==> config.mk <==
export PLATFORM = sky130hd
export DESIGN_NAME = axis_byte_serializer
export DESIGN_NICKNAME = d
export VERILOG_FILES = /design/src/rtl/axis_byte_serializer.sv
export SDC_FILE = /design/constraint.sdc
export NUM_CORES = 1
export LEC_CHECK = 0
export ABC_AREA = 1
export BUFFER_PORTS_ARGS = -buffer_cell sky130_fd_sc_hd__buf_4
export CAP_MARGIN = 40
export CORE_ASPECT_RATIO = 0.6
export CORE_MARGIN = 8
export CORE_UTILIZATION = 30
export DETAILED_ROUTE_END_ITERATION = 6
export SETUP_SLACK_MARGIN = 0.4
export SYNTH_ARGS = -nofsm -noshare
export SYNTH_HDL_FRONTEND = slang
export SYNTH_SLANG_ARGS = --single-unit
export TNS_END_PERCENT = 5
==> constraint.sdc <==
create_clock -name clk -period 2.3 [get_ports clk]
set_clock_uncertainty 0.05 [all_clocks]
set_input_delay 0.23 -clock clk [delete_from_list [all_inputs] [get_ports clk]]
set_output_delay 0.23 -clock clk [all_outputs]
set_load 0.01 [all_outputs]
==> src/rtl/axis_byte_serializer.sv <==
// AXI-Stream downsizer: IN_BYTES-wide beats in, one kept byte per beat out.
// A single holding register feeds the output; null lanes are skipped.
module axis_byte_serializer #(
  parameter int IN_BYTES    = 4,
  parameter int TUSER_WIDTH = 1
) (
  input  logic                    clk,
  input  logic                    rst,
  input  logic                    s_axis_tvalid,
  output logic                    s_axis_tready,
  input  logic [8*IN_BYTES-1:0]   s_axis_tdata,
  input  logic [IN_BYTES-1:0]     s_axis_tkeep,
  input  logic                    s_axis_tlast,
  input  logic [TUSER_WIDTH-1:0]  s_axis_tuser,
  output logic                    m_axis_tvalid,
  input  logic                    m_axis_tready,
  output logic [7:0]              m_axis_tdata,
  output logic                    m_axis_tlast,
  output logic [TUSER_WIDTH-1:0]  m_axis_tuser,
  output logic                    err_null_last
);

  logic [IN_BYTES-1:0][7:0]   data_q;
  logic [IN_BYTES-1:0]        rem_q;
  logic                       last_q;
  logic [TUSER_WIDTH-1:0]     user_q;
  logic                       err_q;

  logic [IN_BYTES-1:0]        low;
  logic [IN_BYTES-1:0][7:0]   lane_masked;
  logic                       rem_nz, rem_one_hot;
  logic                       in_hs, out_hs;

  // Isolate the lowest pending lane; lanes drain in ascending order.
  assign low         = rem_q & (~rem_q + IN_BYTES'(1));
  assign rem_nz      = (rem_q != '0);
  assign rem_one_hot = rem_nz && ((rem_q & (rem_q - IN_BYTES'(1))) == '0);

  genvar g;
  generate
    for (g = 0; g < IN_BYTES; g++) begin : g_lane
      assign lane_masked[g] = data_q[g] & {8{low[g]}};
    end
  endgenerate

  always_comb begin
    m_axis_tdata = '0;
    for (int i = 0; i < IN_BYTES; i++) m_axis_tdata = m_axis_tdata | lane_masked[i];
  end

  // Outputs are forced quiet while reset is asserted, before the registers clear.
  assign m_axis_tvalid = !rst && rem_nz;
  assign m_axis_tlast  = last_q && rem_one_hot;
  assign m_axis_tuser  = user_q;
  assign err_null_last = !rst && err_q;

  // Ready combinationally follows m_axis_tready when the final byte is draining.
  assign s_axis_tready = !rst && (!rem_nz || (m_axis_tready && rem_one_hot));

  assign in_hs  = s_axis_tvalid && s_axis_tready;
  assign out_hs = m_axis_tvalid && m_axis_tready;

  always_ff @(posedge clk) begin
    if (rst) begin
      rem_q  <= '0;
      last_q <= 1'b0;
      err_q  <= 1'b0;
    end else begin
      err_q <= in_hs && s_axis_tlast && (s_axis_tkeep == '0);
      if (in_hs) begin
        rem_q  <= s_axis_tkeep;
        last_q <= s_axis_tlast;
      end else if (out_hs) begin
        rem_q <= rem_q & ~low;
      end
    end
  end

  // Payload registers need no reset; rem_q alone qualifies them.
  always_ff @(posedge clk) begin
    if (in_hs) begin
      data_q <= s_axis_tdata;
      user_q <= s_axis_tuser;
    end
  end

endmodule

# --- Yosys cells after proc, flatten, opt, wreduce, memory -nomap -nowiden ---
# Index checks and enable logic that the tools add are counted.
totals:
  inputBits: 42
  word_cells: 41
  out_inout_bits: 13
  ff_bits: 39
classes:
  muxes: 2
  reduce_logical: 17
  bitwise_logic: 12
  add_sub_neg: 2
op_table:
  columns: ["operator", "n"]
  rows:
  - ["$and A8 B8 Y8", 4]
  - ["$or A8 B8 Y8", 3]
  - ["$and A4 B4 Y4", 3]
  - ["$logic_and A1 B1 Y1", 10]
  - ["$logic_not A4 Y1", 2]
  - ["$mux W4", 2]
  - ["$not A4 Y4", 2]
  - ["$add A4 B1 Y4 const B", 1]
  - ["$reduce_bool A4 Y1", 1]
  - ["$sub A4 B1 Y4 const B", 1]
  - ["$logic_not A1 Y1", 2]
  - ["$reduce_bool A2 Y1", 1]
  - ["$logic_or A1 B1 Y1", 1]

# --- Depth between registers and ports, before layout ---
logic_depth:
  word_depth: 10
  depth_mapped: 9
  depth_no_buf: 9

# --- Worst setup path after synthesis ---
# OpenSTA, ideal clock, no wires.
synth_path:
  kind: "reg2reg"
  startpoint: "register rem_q[1]"
  endpoint: "register data_q[0] in the netlist's numbering (enable)"
  arrival_ns: 1.207
  period_less_slack_ns: 1.642
  path_buffers: 0
  required_time_ns: 1.865
  path_stages_with_launch: 8
  slack_ns: 0.658
  setup_ns: 0.385
  path_cell_list: "dfxtp_1 -> nor2_4 -> nor2_2 -> nor2_2 -> nand3_2 -> nand2_2 -> nand3_4 -> clkinv_2"
synth_between:
  elab_chain_len: 8
  elab_cells_between_ends: 10
  cone_classes: "add/sub (1); bitwise (1); reduce/logical (8)"
synth_lines:
  columns: ["element", "line_no", "rtl"]
  rows:
  - ["from (decl)", "24", "logic [IN_BYTES-1:0] rem_q;"]
  - ["from (signal assigned)", "71", "rem_q <= s_axis_tkeep;"]
  - ["from (signal assigned)", "74", "rem_q <= rem_q & ~low;"]
  - ["$sub A4 B1 Y4", "37", "assign rem_one_hot = rem_nz && ((rem_q & (rem_q - IN_BYTES'(1))) == '0);"]
  - ["$and A4 B4 Y4", "37", null]
  - ["$logic_not A4 Y1", "37", null]
  - ["$logic_and A1 B1 Y1", "37", null]
  - ["$logic_and A1 B1 Y1", "58", "assign s_axis_tready = !rst && (!rem_nz || (m_axis_tready && rem_one_hot));"]
  - ["$logic_or A1 B1 Y1 (*)", "58", null]
  - ["$logic_and A1 B1 Y1 (*)", "58", null]
  - ["$logic_and A1 B1 Y1 (*)", "60", "assign in_hs = s_axis_tvalid && s_axis_tready;"]
  - ["net in_hs", "32", "logic in_hs, out_hs;"]
  - ["to (signal assigned)", "82", "data_q <= s_axis_tdata;"]
  - ["to (decl)", "23", "logic [IN_BYTES-1:0][7:0] data_q;"]
# Mark *: on every way through the listed nets, which the timed path passes. The rest lies on a longest branch.
# A chain may end at the register's enable or synchronous reset.

# --- Worst setup path in the final report ---
layout_path:
  startpoint: "register rem_q[0]"
  endpoint: "output m_axis_tdata[0]"
layout_between:
  elab_chain_len: 7
  elab_cells_between_ends: 10
  cone_classes: "add/sub (1); bitwise (9)"
layout_lines:
  columns: ["element", "line_no", "rtl"]
  rows:
  - ["$not A4 Y4", "35", "assign low = rem_q & (~rem_q + IN_BYTES'(1));"]
  - ["$add A4 B1 Y4", "35", null]
  - ["$and A4 B4 Y4 (*)", "35", null]
  - ["$and A8 B8 Y8", "42", "assign lane_masked[g] = data_q[g] & {8{low[g]}};"]
  - ["$or A8 B8 Y8 (2 in series)", "48", "for (int i = 0; i < IN_BYTES; i++) m_axis_tdata = m_axis_tdata | lane_masked[i];"]
  - ["$or A8 B8 Y8 (*)", "48", null]
  - ["to (decl)", "17", "output logic [7:0] m_axis_tdata,"]
# Every way passes the cells marked *; elsewhere a longest branch is shown, timed or not.

==> flow_summary.yaml <==
run_status:
  outcome: "completed"
cells_and_area:
  antennaDiodeCount: 0
  filler_cell_count: 521
  flow.area_growth_from_synthesis_pct: 37.3
  nNetsFinal: 244
  layout-drive-gt1-share: 0.374
  fin_util: 0.430
power_and_ir_drop:
  vdd_drop_max_mv: 0.289
  cellLeakagePower_nw: 0.906
  power_density_nw_per_um2: 698
sta:
  setup_repair_after_global_routing_missed_its_margin: "false"
  fmax_mhz: 572
  slew-limit-headroom: 0.792
  final.period_utilization: 0.760
  tightestPinTransition_ps: 312
  setup_tns_ps: 0
  timing.final.max_slew_violations: 0
  hold_viol: 0
  final-setup-viol-count: 0
  min_period_ps: 1750
die:
  starting_density_of_the_core: 0.313
  area_enclosed_by_the_die_boundary_um2: 7970
  floorplan.rows: 20
  core_region_area_um2: 5080
  boundaryPins: 55
  floorplan.die.height_um: 72.4
  die_width_um: 110
flow_run:
  max_cap_violations: 0
cts:
  clock_sink_count: 39
  cts_buffer_depth: 2
  path_clk_slew_ps: 70
  clock_tree.htree_level_count: 2
  clock_latency_ps: 290
  clk_root_buffer_cell: "clkbuf_8"
  tritoncts: "yes"
  cts-buffers-inserted: 5
  cts_hold_repair.buffers: 0
detailed_routing:
  totalWireLength_um: 3820
  wl_per_cell_um: 14.2
  initialDrtViolationCount: 33
  detail_route.drc_violations: 0
  vias: 1200
  vias_per_cell: 4.46
  dr.pass1.iters: 5
  drt.antenna.violating_nets: 0
logic_synthesis:
  most_common_library_cells_after_synthesis: "nand2_1, edfxtp_1, inv_1"
  cell_with_the_most_instances_after_synthesis: "nand2_1"
  flip_flop_cell_with_the_highest_count_after_synthesis: "edfxtp_1"
  post_synth_instance_area_um2: 1590
  seq_area_frac_synth: 0.698
  postSynthRegisterBits: 39
  number_of_flops_mapped_to_enable_cells_by_yosys: 33
  mapped_avg_cell_area_um2: 11.3
  synthesis.instances: 141
  fraction_of_synthesized_cell_area_taken_by_the_top_area_cell_type: 0.623
  share_of_async_settable_or_async_resettable_flops_after_synthesis: 0
  synth_fp_nets: 183
  synth_area_leader_cell: "edfxtp_1"
  post_synth_num_cell_types: 21
  synthesis.yosys.warnings: 0
  yosys-top-cells-area: "edfxtp_1, nand2_1, dfxtp_1"
critical_path:
  worst-endpoint-required_ps: 2020
  crit_arrival_ps: 1470
  critPathMaxFanout: 10
  worst_r2r_path_depth: 7
  crit_path_max_incr_delay_ps: 350
  critical_path_class: "reg -> out"
  master_of_the_slowest_instance_on_the_critical_path: "dfxtp_2"
  cp.buffers_inverters: 4
  worst_path_dominant_cell_family: "buffers and inverters"
  worst_setup_path_start_kind: "flop"
  timing.critical_path.cells: "buf_6 > inv_1 > nand2_1 > inv_1 > nand2_1 > nand4_1 > buf_4"
  critPathCaptureType: "output pin"
  path_depth: 7
grt:
  vias_in_the_first_global_route: 1201
  grt_start_max_net_pins: 36
  overflow: 0
  grt_antenna_before_repair: 0
  groute.usage.overall: 0.0987
  global_route_wire_length_before_repair_um: 5860
min_path:
  holdPathStages: 1
  timing.hold.worst.class: "in -> reg"
placement:
  port_buffers: 54
  finalWeightedCongestion: 0.767
  detailed_place_hpwl_um: 2860
==> path summary, 6_finish.rpt <==
kind / start / endpoint / slack [ps]
max: rem_q[0]$_SDFFE_PP0P_ / m_axis_tdata[0] / 550
min: s_axis_tdata[9] / data_q[9]$_DFFE_PP_ / 60
max reg2reg: rem_q[1]$_SDFFE_PP0P_ / data_q[0]$_DFFE_PP_ / 620
min reg2reg: last_q$_SDFFE_PP0P_ / last_q$_SDFFE_PP0P_ / 450
==> kinds of logic after synthesis <==
family / after synthesis / synth area share
AO/OA/AOI/OAI: 7 / 0.0252
AND/OR/NAND/NOR: 79 / 0.237
flip-flops: 39 / 0.698
buffers and inverters: 16 / 0.0393
==> cells in the final DEF (no fill, tap or decap), types with 4 or more instances in the layout <==
| master | instances |
|---|---|
| clkbuf_8 | 6 |
| edfxtp_1 | 33 |
| buf_4 | 55 |
| nand4_1 | 11 |
| nand2_1 | 48 |
| dfxtp_1 | 5 |
| nand3_1 | 6 |
| inv_1 | 12 |
| a21oi_1 | 5 |
| nand2_2 | 4 |
==> metrics by stage <==
step / total power [mW] / std cells / setup slack, ps / cell area, µm² / hold WS (ps)
2_1_floorplan: 0.943 / 141 / 658 / 1590 / 279
3_3_place_gp: 1.07 / 261 / 421 / 2090 / 360
3_5_place_dp: 1.07 / 261 / 356 / 2090 / 359
4_1_cts: 1.55 / 269 / 451 / 2180 / 47.0
5_1_grt: 1.61 / 269 / 404 / 2190 / 32.8
6_report: 1.53 / 269 / 552 / 2190 / 59.2
==> layout make-up <==
type,count,area (µm²),share of cell area
inverter,14,57.6,0.0263
multi-input combinational,86,418,0.191
timing repair buffer,56,424,0.194
clock buffer,7,86.3,0.0395
tap,66,82.6,0.0378
clock inverter,1,5.00,0.00229
sequential,39,1110,0.509
==> worst register-to-register path, delay by kind of cell (launching register included) <==
kind,cells,cell delay [ps]
DFF,1,360
buffers and inverters,1,270
and+or+nand+nor,6,660
==> what timing repair did <==
item,4_1_cts,5_1_grt
resized for setup,1,2
setup endpoints to repair,34,7
buffers inserted,0,0
==> power by group <==
part / internal, mW / switching [mW] / leakage [nW]
clock: 0.242 / 0.231 / 0.0482
combinational: 0.108 / 0.121 / 0.502
sequential: 0.811 / 0.0138 / 0.356
==> state kept, by name (all words and copies together) (netlist names) <==
name          cells
last_q            1
data_q           32
m_axis_tuser      1
err_q             1
rem_q             4
==> layer usage <==
metal / up-vias / track usage / wire length (µm)
li1: 606 / - / -
met1: 542 / 0.131 / 1750
met2: 48 / 0.131 / 1640
met3: 4 / 0.0548 / 408
met4: 0 / 0.0313 / 27
met5: - / 0 / 0
Note: power is estimated with default switching activity, not from simulation.
